File: config.mk
export PLATFORM = sky130hd
export DESIGN_NAME = id_ex_pipe
export DESIGN_NICKNAME = d
export VERILOG_FILES = /design/src/rtl/id_ex_pipe.sv
export SDC_FILE = /design/constraint.sdc
export NUM_CORES = 1
export LEC_CHECK = 0
export ABC_AREA = 1
export BUFFER_PORTS_ARGS = -buffer_cell sky130_fd_sc_hd__buf_2
export CAP_MARGIN = 25
export CELL_PAD_IN_SITES_DETAIL_PLACEMENT = 1
export CELL_PAD_IN_SITES_GLOBAL_PLACEMENT = 2
export CORE_MARGIN = 5
export CORE_UTILIZATION = 35
export CTS_BUF_LIST = sky130_fd_sc_hd__clkbuf_8
export DETAILED_ROUTE_END_ITERATION = 16
export PLACE_DENSITY = 0.93
export SYNTH_ARGS = -nofsm -noshare
export SYNTH_HDL_FRONTEND = slang
export SYNTH_SLANG_ARGS = --single-unit
File: constraint.sdc
create_clock -name clk -period 12.4 [get_ports clk]
set_clock_uncertainty 0.2 [all_clocks]
set_input_delay 2.48 -clock clk [delete_from_list [all_inputs] [get_ports clk]]
set_output_delay 2.48 -clock clk [all_outputs]
set_load 0.005 [all_outputs]
File: src/rtl/id_ex_pipe.sv
// id_ex_pipe: decode/execute pipeline buffer. Decodes each accepted RV32 instruction
// into register fields plus PC. It holds up to DEPTH entries in a circular buffer
// with valid/ready handshakes on both sides.
// Optional build macro ID_EX_IMM_GEN_EN adds the immediate generator and per-entry
// immediate storage. When the macro is undefined, imm_n is tied to zero.
module id_ex_pipe #(
  parameter int unsigned XLEN  = 32,
  parameter int unsigned DEPTH = 2
) (
  input  logic            clk,
  input  logic            reset,
  input  logic            in_valid,
  output logic            in_ready,
  input  logic [31:0]     instr,
  input  logic [XLEN-1:0] PC_n,
  input  logic            flush,
  output logic            out_valid,
  input  logic            out_ready,
  output logic [6:0]      opcode_n,
  output logic [2:0]      funct3_n,
  output logic [6:0]      funct7_n,
  output logic [4:0]      rs1_n,
  output logic [4:0]      rs2_n,
  output logic [4:0]      rd_n,
  output logic [XLEN-1:0] PC_new,
  output logic [XLEN-1:0] imm_n,
  output logic [2:0]      count
);

  localparam int unsigned PTR_W = (DEPTH > 1) ? $clog2(DEPTH) : 1;
  localparam int unsigned CNT_W = 3;

  typedef struct packed {
    logic [6:0]      opcode;
    logic [2:0]      funct3;
    logic [6:0]      funct7;
    logic [4:0]      rs1;
    logic [4:0]      rs2;
    logic [4:0]      rd;
    logic [XLEN-1:0] pc;
`ifdef ID_EX_IMM_GEN_EN
    logic [XLEN-1:0] imm;
`endif
  } entry_t;

  entry_t             mem_q [DEPTH];
  entry_t             mem_d [DEPTH];
  logic [PTR_W-1:0]   head_q, head_d, tail_q, tail_d;
  logic [CNT_W-1:0]   count_q, count_d;
  logic               push, pop;
  entry_t             new_entry;
  entry_t             head_entry;

  // Advance a buffer pointer, wrapping at DEPTH.
  function automatic logic [PTR_W-1:0] ptr_inc(input logic [PTR_W-1:0] p);
    return (p == PTR_W'(DEPTH - 1)) ? '0 : p + PTR_W'(1);
  endfunction

`ifdef ID_EX_IMM_GEN_EN
  // Opcode-selected immediate, built at 32 bits then sign-extended to XLEN.
  function automatic logic [XLEN-1:0] gen_imm(input logic [31:0] i);
    logic [31:0] imm32;
    case (i[6:0])
      7'b0000011, 7'b0010011, 7'b1100111:
        imm32 = {{20{i[31]}}, i[31:20]};
      7'b0100011:
        imm32 = {{20{i[31]}}, i[31:25], i[11:7]};
      7'b1100011:
        imm32 = {{19{i[31]}}, i[31], i[7], i[30:25], i[11:8], 1'b0};
      7'b0110111, 7'b0010111:
        imm32 = {i[31:12], 12'b0};
      7'b1101111:
        imm32 = {{11{i[31]}}, i[31], i[19:12], i[20], i[30:21], 1'b0};
      default:
        imm32 = '0;
    endcase
    return XLEN'($signed(imm32));
  endfunction
`endif

  assign in_ready  = (count_q < CNT_W'(DEPTH));
  assign out_valid = (count_q != '0);
  assign count     = count_q;
  assign push      = in_valid & in_ready & ~flush;
  assign pop       = out_valid & out_ready & ~flush;
  assign head_entry = mem_q[head_q];

  // Field decode of the incoming instruction.
  always_comb begin
    new_entry        = '0;
    new_entry.opcode = instr[6:0];
    new_entry.rd     = instr[11:7];
    new_entry.funct3 = instr[14:12];
    new_entry.rs1    = instr[19:15];
    new_entry.rs2    = instr[24:20];
    new_entry.funct7 = instr[31:25];
    new_entry.pc     = PC_n;
`ifdef ID_EX_IMM_GEN_EN
    new_entry.imm    = gen_imm(instr);
`endif
  end

  // Buffer next state; flush overrides any push or pop.
  always_comb begin
    mem_d   = mem_q;
    head_d  = head_q;
    tail_d  = tail_q;
    count_d = count_q;
    if (flush) begin
      head_d  = '0;
      tail_d  = '0;
      count_d = '0;
    end else begin
      if (push) begin
        mem_d[tail_q] = new_entry;
        tail_d        = ptr_inc(tail_q);
      end
      if (pop) begin
        head_d = ptr_inc(head_q);
      end
      count_d = count_q + CNT_W'(push) - CNT_W'(pop);
    end
  end

  // State registers, cleared asynchronously by reset.
  always_ff @(posedge clk or posedge reset) begin
    if (reset) begin
      for (int i = 0; i < int'(DEPTH); i++) mem_q[i] <= '0;
      head_q  <= '0;
      tail_q  <= '0;
      count_q <= '0;
    end else begin
      mem_q   <= mem_d;
      head_q  <= head_d;
      tail_q  <= tail_d;
      count_q <= count_d;
    end
  end

  // Head entry onto the outputs; zero bubble while empty.
  always_comb begin
    opcode_n = '0;
    funct3_n = '0;
    funct7_n = '0;
    rs1_n    = '0;
    rs2_n    = '0;
    rd_n     = '0;
    PC_new   = '0;
    imm_n    = '0;
    if (out_valid) begin
      opcode_n = head_entry.opcode;
      funct3_n = head_entry.funct3;
      funct7_n = head_entry.funct7;
      rs1_n    = head_entry.rs1;
      rs2_n    = head_entry.rs2;
      rd_n     = head_entry.rd;
      PC_new   = head_entry.pc;
`ifdef ID_EX_IMM_GEN_EN
      imm_n    = head_entry.imm;
`endif
    end
  end

endmodule

==> results of run 1 <==
cells by family (layout without fill, tap and decap cells):
logic type	after synthesis	in the layout	synth area share
other	1	32	0.000523
flip-flops	133	133	0.464
adder cells (fa/ha/maj)	4	4	0.00802
buffers and inverters	219	313	0.167
AND/OR/NAND/NOR	399	399	0.213
AO/OA/AOI/OAI	130	130	0.148
sequential cells by signal, summed over array words and instances, names as in the netlist:
signal,count
head_q,1
tail_q,1
count,3
mem_q,128
cell usage after synthesis, drive strengths merged:
cell type  number  area, um2
fa              1       20.0
conb            1       3.75
dfrtp         133       3330
inv           138        521
a21oi           1       5.00
ha              3       37.5
o21ai         129       1050
buf            77        658
nand2         390       1460
nor2            4       15.0
clkbuf          4       16.3
nand4           1       6.26
nand3           4       45.0
power by group through the flow:
| stage | clock network (mW) | logic, mW | registers [mW] |
|---|---|---|---|
| floorplan | 0 | 0.649 | 0.718 |
| global placement | 0 | 0.858 | 0.736 |
| detailed placement | 0 | 0.885 | 0.742 |
| CTS | 0.418 | 0.891 | 0.737 |
| global route | 0.435 | 0.999 | 0.762 |
| finish | 0.402 | 0.861 | 0.736 |
worst register-to-register path: cells and delay by family (launching register included):
family	cells	cell delay [ps]
buffers and inverters	4	800
and+or+nand+nor	3	410
adders and majority gates	3	740
DFF	1	410
AOI/OAI and AO/OA	2	210
per-stage QoR:
stage | setup slack (ps) | total power [mW]
finish | 7450 | 2.00
global route | 7190 | 2.20
CTS | 7320 | 2.05
detailed placement | 7650 | 1.63
global placement | 7720 | 1.59
floorplan | 6170 | 1.37
routing by layer:
metal / track usage / vias to the layer above / part of all wire / wire length (um)
met3: 0.0328 / 20 / 0.044 / 767
met5: 0 / - / 0 / 0
met4: 0.0441 / 0 / 0.015 / 255
met1: 0.201 / 2585 / 0.46 / 7990
li1: - / 2805 / - / -
met2: 0.250 / 125 / 0.48 / 8240
path summary, 6_finish.rpt:
kind	endpoint	slack, ps	cells past startpoint
min reg2reg	mem_q[83]	280	2
max in group asynchronous	head_q	8750	3
max	PC_new[29]	7450	7
min	mem_q[83]	280	2
min in group asynchronous	mem_q[126]	1910	2
max reg2reg	count[2]	9510	12
area by class of cell:
type / instances / area [um2] / share of cell area
inverter: 138 / 526 / 0.0646
clock inverter: 11 / 156 / 0.0192
timing repair buffer: 143 / 731 / 0.0898
sequential: 133 / 3330 / 0.409
multi-input combinational: 565 / 2770 / 0.340
clock buffer: 21 / 289 / 0.0355
tap: 270 / 338 / 0.0415
==> key figures, run 1 <==
CTS
  • Total clock sinks: 133
  • TritonCTS clock tree: yes
  • Post-CTS setup repair buffer count: 0
  • Resize count post-CTS: 0
  • H-tree levels: 4
  • Root buffer cell: clkbuf_8
  • CTS buffer count: 17
  • Clock latency at the later pin of the worst-skew pair: roughly 440 ps
  • Count of hold buffers inserted by post-cts repair: 0
  • Number of buffers on the longest clock path: 2
  • Worst-path clk slew: around 70 ps

Power
  • Part of the total power dissipated in combinational logic: 0.431
  • Leakage power of the design: between 4 and 5 nW
  • Power density over the cells: 246 mW/mm2
  • Sw Ratio: 0.401
  • Share of power burned in the clock network: 0.201
  • Cell internal pwr: 1.20 mW
  • Worst supply voltage drop on vdd: 0.122 mV
  • Sequential share of power: 0.368
  • Net switching power of the design: between 0.8 and 0.9 mW

Floorplan
  • I/O pin count: between 150 and 200
  • Core area: 0.0202 mm2
  • Area of the die: 0.0235 mm2
  • Std cell rows: 52
  • DIE HEIGHT: between 150 and 200 um
  • Floorplan die width: 153 um
  • Starting Density: 0.355

Setup path
  • FF-to-FF Start: count[1]
  • Worst setup startpoint: head_q
  • Slowest cell on crit path: buf_4
  • Largest fanout on the critical path: 36
  • Crit-path most repeated cell: nand2_1
  • Critical path launch point type: flop
  • Buffers plus inverters on the worst setup path: 4
  • Classification of the worst setup path: reg -> out
  • Worst stage delay on the critical path: 500 ps
  • Critical path data arrival time: 2270 ps
  • Ordered list of cells on the worst path: inv_2, buf_4, nand2_1, nand2_1, nand2_1, inv_1, buf_2
  • Critical path endpoint category: output port
  • Largest delay contributor family on the critical path: buffers and inverters
  • Required time reported for the critical path endpoint: between 9000 and 10000 ps

Global route
  • Antenna violations before repair: 0
  • Pin count of the biggest net entering global routing: 68
  • Vias in the first global route: 5773
  • Global-route wire length before repair: 29.2 mm
  • GRT Total Usage: 0.151
  • Total grt overflow: 0

Synth
  • Post-Synthesis Cells: 886
  • Average cell area after synthesis: 8.10 um2
  • Total standard cell area after synthesis: between 0.007 and 0.008 mm2
  • Flip-flop and latch count after synthesis: 133
  • Total of warnings raised by yosys: 0
  • Sequential element share of the synthesized area: 0.464
  • Distinct cell type count of the synthesized netlist: 23

Finish
  • Fin cells: roughly 1300
  • Commonest cells after routing, fill and taps aside: nand2_1 (389), inv_1 (137), buf_2 (137)
  • Core utilization of the finished layout: 0.402
  • Most common library cell in the layout ignoring fill and taps: nand2_1
  • Antenna diode instance count: 0
  • Share of final-layout standard cells stronger than drive strength 1: 0.286
  • Post-route cell area: 0.00814 mm2
  • P&R area growth vs syn: 13.4%
  • Final #Nets: between 1000 and 1500
  • Fillcell total: 2519

STA
  • Maximum clock frequency: 202 MHz
  • Unrepaired setup endpoints after global routing: false
  • Final-layout setup total negative slack: 0 ps
  • Final slew viol count: 0
  • Worst hold slack: 282 ps
  • Number of setup violations in the final report: 0
  • Transition at the pin with the smallest max-transition slack: 909 ps
  • Final hold vios: 0
  • Min Clock Period, post-route: between 4000 and 5000 ps
  • Worst relative slew slack: 0.394
  • Final clock period utilization by the worst path: 0.399

Routing
  • WL final: about 17 mm
  • Iteration-0 DRC Markers: about 230
  • Vias per cell: 4.32
  • DRC viols: 0
  • Number of detailed-routing iterations run before antenna repair: 4
  • Routed WL per cell: 13.5 um
  • Vias: 5535
  • Detail Route Antenna Nets: 0

Placement
  • Placed Instance Area: between 0.007 and 0.008 mm2
  • Number of placed instances with taps included: 1249
  • Half-perimeter wire length of the detailed placement result: 11.2 mm
  • Count of buffers from port buffering: 137
  • Gp weighted congestion: a little under 0.7

Flow run
  • Number of max-cap violations: 0

Hold path
  • Hold Crit Start: mem_q[83]
  • Type of the most critical hold path: reg -> reg

Status
  • Result of the run: finished clean
No activity file was read; power rests on OpenSTA's default activity.
==> inputs of run 2 (changes only) <==
--- a/config.mk
+++ b/config.mk
@@ -11,10 +11,10 @@
 export CELL_PAD_IN_SITES_DETAIL_PLACEMENT = 1
 export CELL_PAD_IN_SITES_GLOBAL_PLACEMENT = 2
 export CORE_MARGIN = 5
-export CORE_UTILIZATION = 35
+export CORE_UTILIZATION = 29
 export CTS_BUF_LIST = sky130_fd_sc_hd__clkbuf_8
 export DETAILED_ROUTE_END_ITERATION = 16
-export PLACE_DENSITY = 0.93
+export PLACE_DENSITY = 0.83
 export SYNTH_ARGS = -nofsm -noshare
 export SYNTH_HDL_FRONTEND = slang
 export SYNTH_SLANG_ARGS = --single-unit
==> constraint.sdc (replaced) <==
create_clock -name clk -period 4.3 [get_ports clk]
set_clock_uncertainty 0.2 [all_clocks]
set_input_delay 0.86 -clock clk [delete_from_list [all_inputs] [get_ports clk]]
set_output_delay 0.86 -clock clk [all_outputs]
set_load 0.005 [all_outputs]
==> run 2 against run 1 <==
Core utilization shrank 6.4 points. Sequential power grew to 2.9 times the previous value. Via count shrank 1.0%. Worst hold slack is essentially flat. Register-to-register slack lost 8100 ps. Non-clock buffer count grew 5. Sequential share of layout area shrank 0.45 points.
==> key figures, run 2 (synthesis gave the netlist of run 1 again) <==
Finish
  • Final #Nets: 1076 (+0.47%)
  • P&R area growth vs syn: 14.7%
  • Commonest cells after routing, fill and taps aside: nand2_1 (389), buf_2 (137), inv_1 (136)
  • Core utilization of the finished layout: 0.338 (-0.0639)
  • Max reg flops: 128 (unchanged)
  • Most common library cell in the layout ignoring fill and taps: nand2_1
  • Antenna diode instance count: 0 (unchanged)
  • Share of final-layout standard cells stronger than drive strength 1: 0.290 (+0.00380)
  • Fin cells: 1339 (+4.5%)
  • Fillcell total: 3022 (+20%)
  • Most flops, register: mem_q

Routing
  • Vias per cell: 4.09 (-5.3%)
  • Iteration-0 DRC Markers: 215 (-7.7%)
  • WL final: 17.3 mm (+0.42%)
  • Vias: 5477 (-1.0%)
  • Detail Route Antenna Nets: 0 (unchanged)
  • Number of detailed-routing iterations run before antenna repair: 4 (unchanged)
  • Routed WL per cell: 12.9 um (-3.9%)
  • DRC viols: 0 (unchanged)

STA
  • Final hold vios: 0 (unchanged)
  • Min Clock Period, post-route: 3220 ps
  • Number of setup violations in the final report: 0 (unchanged)
  • Final-layout setup total negative slack: 0 ps (unchanged)
  • Final clock period utilization by the worst path: 0.748
  • Unrepaired setup endpoints after global routing: false
  • Final slew viol count: 0 (unchanged)
  • Worst relative slew slack: 0.390 (-0.00458)
  • Maximum clock frequency: roughly 310 MHz
  • Transition at the pin with the smallest max-transition slack: 912 ps (+3.64 ps)

Global route
  • Vias in the first global route: 5818 (+0.78%)
  • Pin count of the biggest net entering global routing: 80 (+18%)
  • GRT Total Usage: 0.125 (-0.0259)
  • Total grt overflow: 0 (unchanged)
  • Global-route wire length before repair: 29.1 mm (about the same)
  • Antenna violations before repair: 0 (unchanged)

CTS
  • Number of buffers on the longest clock path: 2 (unchanged)
  • Clock latency at the later pin of the worst-skew pair: 440 ps (about the same)
  • H-tree levels: 4 (unchanged)
  • CTS buffer count: 17 (unchanged)
  • Worst-path clk slew: 80 ps (about the same)
  • Resize count post-CTS: 0 (unchanged)
  • Root buffer cell: clkbuf_8
  • Count of hold buffers inserted by post-cts repair: 0 (unchanged)
  • Total clock sinks: 133 (unchanged)
  • TritonCTS clock tree: yes
  • Post-CTS setup repair buffer count: 0 (unchanged)

Power
  • Leakage power of the design: 4.97 nW (+0.19%)
  • Worst supply voltage drop on vdd: 0.213 mV (+76%)
  • Power density over the cells: 682 mW/mm2 (+180%)

Status
  • Result of the run: finished clean

Setup path
  • Required time reported for the critical path endpoint: 3240 ps (-6480 ps)
  • Largest fanout on the critical path: 39 (+8.3%)
  • Critical path endpoint category: output port
  • Classification of the worst setup path: reg -> out
  • Critical path data arrival time: 2160 ps (-110 ps)
  • Critical path launch point type: flop

Placement
  • Half-perimeter wire length of the detailed placement result: 11.8 mm (+5.2%)
  • Number of placed instances with taps included: 1307 (+4.6%)
  • Gp weighted congestion: 0.730 (+5.2%)
  • Count of buffers from port buffering: 137 (unchanged)

Floorplan
  • Starting Density: 0.295 (-0.0596)
  • Core area: 0.0243 mm2 (+20%)
  • Std cell rows: 57 (+9.6%)
  • Area of the die: 0.0280 mm2 (+19%)
  • I/O pin count: 170 (unchanged)
  • DIE HEIGHT: 167 um (+9.2%)
  • Floorplan die width: 167 um (+9.2%)

Hold path
  • Type of the most critical hold path: reg -> reg

Flow run
  • Number of max-cap violations: 0 (unchanged)
run 2: routing by layer:
metal | routed length [um] | part of all wire | track usage | vias up
li1 | - | - | - | 2814
met1 | 8250 | 0.48 | 0.167 | 2536
met2 | 8150 | 0.47 | 0.208 | 114
met3 | 742 | 0.043 | 0.0266 | 13
met4 | 179 | 0.010 | 0.0339 | 0
met5 | 0 | 0 | 0 | -
run 2: final timing paths:
| kind | start | to | slack, ps | cells after the start |
|---|---|---|---|---|
| worst min-delay path | mem_q[29] | mem_q[29] | 280 | 2 |
| worst min register to register | mem_q[29] | mem_q[29] | 280 | 2 |
| min in group asynchronous | reset | mem_q[120] | 330 | 2 |
| worst max-delay path | count[2] | rs1_n[1] | 1080 | 6 |
| worst max register to register | count[1] | count[2] | 1410 | 11 |
| max in group asynchronous | reset | mem_q[119] | 2740 | 3 |
run 2: power breakdown:
part | internal [mW] | switching, mW | total [mW] | leakage [nW]
Clock | 0.491 | 0.481 | 0.972 | 0.193
Combinational | 0.995 | 1.53 | 2.52 | 3.11
Sequential | 1.82 | 0.291 | 2.11 | 1.66
run 2: final cells by class:
class | instances | area, um2 | area share
flip-flops and latches | 133 | 3330 | 0.405
well taps | 324 | 405 | 0.0493
inverters | 138 | 524 | 0.0637
repair buffers | 148 | 838 | 0.102
clock inverters | 11 | 86.3 | 0.0105
multi-input cells | 565 | 2770 | 0.337
clock buffers | 20 | 275 | 0.0334
run 2: per-stage QoR:
step	cell area, um2	power, mW	setup WS, ps	hold slack [ps]
after floorplan	7290	3.94	1590	255
after global placement	7840	4.65	1540	264
after detailed placement	7840	4.73	1370	268
after CTS	8200	5.74	1000	286
after global routing	8230	6.20	870	302
final	8230	5.61	1080	282
run 2: worst max-delay path: stages, from the launching register on:
cell	delay (ps)
dfrtp_1	400
nor2_1	130
nand2_2	530
buf_12	400
nand2_1	90
inv_1	40
buf_2	110
==> inputs of run 3 (changes only) <==
--- a/config.mk
+++ b/config.mk
@@ -11,10 +11,10 @@
 export CELL_PAD_IN_SITES_DETAIL_PLACEMENT = 1
 export CELL_PAD_IN_SITES_GLOBAL_PLACEMENT = 2
 export CORE_MARGIN = 5
-export CORE_UTILIZATION = 29
+export CORE_UTILIZATION = 32
 export CTS_BUF_LIST = sky130_fd_sc_hd__clkbuf_8
 export DETAILED_ROUTE_END_ITERATION = 16
-export PLACE_DENSITY = 0.83
+export PLACE_DENSITY = 0.86
 export SYNTH_ARGS = -nofsm -noshare
 export SYNTH_HDL_FRONTEND = slang
 export SYNTH_SLANG_ARGS = --single-unit
==> constraint.sdc (replaced) <==
create_clock -name clk -period 3.3 [get_ports clk]
set_clock_uncertainty 0.2 [all_clocks]
set_input_delay 0.66 -clock clk [delete_from_list [all_inputs] [get_ports clk]]
set_output_delay 0.66 -clock clk [all_outputs]
set_load 0.005 [all_outputs]
==> run 3 against run 2 <==
Critical path depth unchanged. Power grew 33%. Clock power up 44%. Register-to-register slack lost 470 ps. Critical path type unchanged. Largest power group unchanged.
==> key figures, run 3 (synthesis gave the netlist of run 1 again) <==
Setup path
  • Critical path data arrival time: 1930 ps (-230 ps)
  • Worst R2R Setup Slack: 940 ps (-470 ps)
  • Required time reported for the critical path endpoint: 2440 ps (-800 ps)
  • Critical path launch point type: flop
  • Largest fanout on the critical path: 65 (+67%)
  • Critical path endpoint category: output port
  • Classification of the worst setup path: reg -> out

STA
  • Worst relative slew slack: 0.471 (+0.0813)
  • Final clock period utilization by the worst path: 0.846
  • Final hold vios: 0 (unchanged)
  • Min Clock Period, post-route: around 2800 ps
  • Transition at the pin with the smallest max-transition slack: 793 ps (-119 ps)
  • Number of setup violations in the final report: 0 (unchanged)
  • Unrepaired setup endpoints after global routing: false
  • Maximum clock frequency: 358 MHz
  • Final-layout setup total negative slack: 0 ps (unchanged)
  • Worst hold slack: 221 ps (-60.7 ps)
  • Final slew viol count: 0 (unchanged)

Floorplan
  • Starting Density: 0.327 (+0.0317)
  • Core area: 0.0220 mm2 (-9.7%)
  • Area of the die: 0.0255 mm2 (-8.8%)
  • I/O pin count: 170 (unchanged)
  • Floorplan die width: 160 um (-4.5%)
  • DIE HEIGHT: 160 um (-4.5%)
  • Std cell rows: 54 (-5.3%)

Finish
  • Final #Nets: 1076 (unchanged)
  • Most flops, register: mem_q
  • Antenna diode instance count: 0 (unchanged)
  • Most common library cell in the layout ignoring fill and taps: nand2_1
  • Max reg flops: 128 (unchanged)
  • P&R area growth vs syn: 14.5%
  • Share of final-layout standard cells stronger than drive strength 1: 0.290 (unchanged)
  • Commonest cells after routing, fill and taps aside: nand2_1 (389), buf_2 (137), inv_1 (136)

Routing
  • Vias per cell: 4.25 (+3.9%)
  • Routed WL per cell: 13.5 um (+4.5%)
  • Detail Route Antenna Nets: 0 (unchanged)
  • DRC viols: 0 (unchanged)
  • Vias: 5506 (+0.53%)
  • WL final: 17.5 mm (+1.0%)
  • Iteration-0 DRC Markers: 242 (+13%)
  • Number of detailed-routing iterations run before antenna repair: 4 (unchanged)

Global route
  • Global-route wire length before repair: 29.9 mm (+2.6%)
  • Total grt overflow: 0 (unchanged)
  • Pin count of the biggest net entering global routing: 134 (+68%)
  • Vias in the first global route: 5852 (+0.58%)
  • Antenna violations before repair: 0 (unchanged)
  • GRT Total Usage: 0.142 (+0.0165)

CTS
  • Total clock sinks: 133 (unchanged)
  • Count of hold buffers inserted by post-cts repair: 0 (unchanged)
  • Resize count post-CTS: 0 (unchanged)
  • Post-CTS setup repair buffer count: 0 (unchanged)
  • H-tree levels: 4 (unchanged)
  • Clock latency at the later pin of the worst-skew pair: 440 ps (about the same)
  • Root buffer cell: clkbuf_8
  • Worst-path clk slew: 70 ps (about the same)
  • CTS buffer count: 17 (unchanged)
  • Number of buffers on the longest clock path: 2 (unchanged)
  • TritonCTS clock tree: yes

Hold path
  • Type of the most critical hold path: in -> async

Placement
  • Half-perimeter wire length of the detailed placement result: 11.7 mm (about the same)
  • Count of buffers from port buffering: 137 (unchanged)
  • Gp weighted congestion: 0.712 (-2.4%)

Power
  • Leakage power of the design: 4.99 nW (+0.43%)
  • Power density over the cells: 909 mW/mm2 (+33%)
  • Worst supply voltage drop on vdd: 0.335 mV (+57%)

Status
  • Result of the run: finished clean

Flow run
  • Number of max-cap violations: 0 (unchanged)
[run 3: changes by cell type in the layout (fill, tap and decap cells not counted), sizes merged]
cell / change
clkbuf: -1
bufinv: +2
clkinv: -1
[run 3: final timing paths]
check,from,end,depth (start not counted)
worst max register to register,count[1],count[2],12
worst min-delay path,reset,mem_q[105],3
worst max-delay path,head_q,rs2_n[2],6
worst min register to register,mem_q[85],mem_q[85],2
max in group asynchronous,reset,mem_q[20],3
min in group clk,flush,count[1],2
[run 3: worst max-delay path, stage by stage, from the launching register on]
cell and delay (ps):
dfrtp_2 370, buf_4 630, nand2_1 120, nand2_1 90
nand2_1 90, inv_1 80, buf_2 110
[run 3: metal layers]
metal | vias to the layer above | global-route usage | part of all wire
met2 | 117 | 0.229 | 0.47
met3 | 8 | 0.0389 | 0.046
met5 | - | 0 | 0
met4 | 0 | 0.0320 | 0.0058
li1 | 2811 | - | -
met1 | 2570 | 0.192 | 0.48
[run 3: through the flow]
stage | instance area [um2] | total power [mW] | setup slack (ps) | utilization | instances
after floorplan | 7290 | 5.14 | 789 | - | 917
after global placement | 7820 | 6.08 | 881 | 0.356 | 1264
after detailed placement | 7820 | 6.20 | 888 | 0.356 | 1264
after CTS | 8220 | 7.64 | 428 | 0.374 | 1295
after global routing | 8220 | 8.22 | 289 | 0.374 | 1295
final | 8220 | 7.47 | 507 | 0.374 | 1295
[run 3: power by group]
| group | internal [mW] | switching (mW) | leakage [nW] |
|---|---|---|---|
| clock network | 0.770 | 0.627 | 0.210 |
| logic | 1.30 | 2.01 | 3.12 |
| registers | 2.37 | 0.386 | 1.66 |
[run 3: area by class of cell]
class,count,area [um2]
inverters,138,524
clock inverters,12,138
clock buffers,19,262
fillers,2723,13700
well taps,280,350
multi-input cells,565,2770
repair buffers,148,843
flip-flops and latches,133,3330
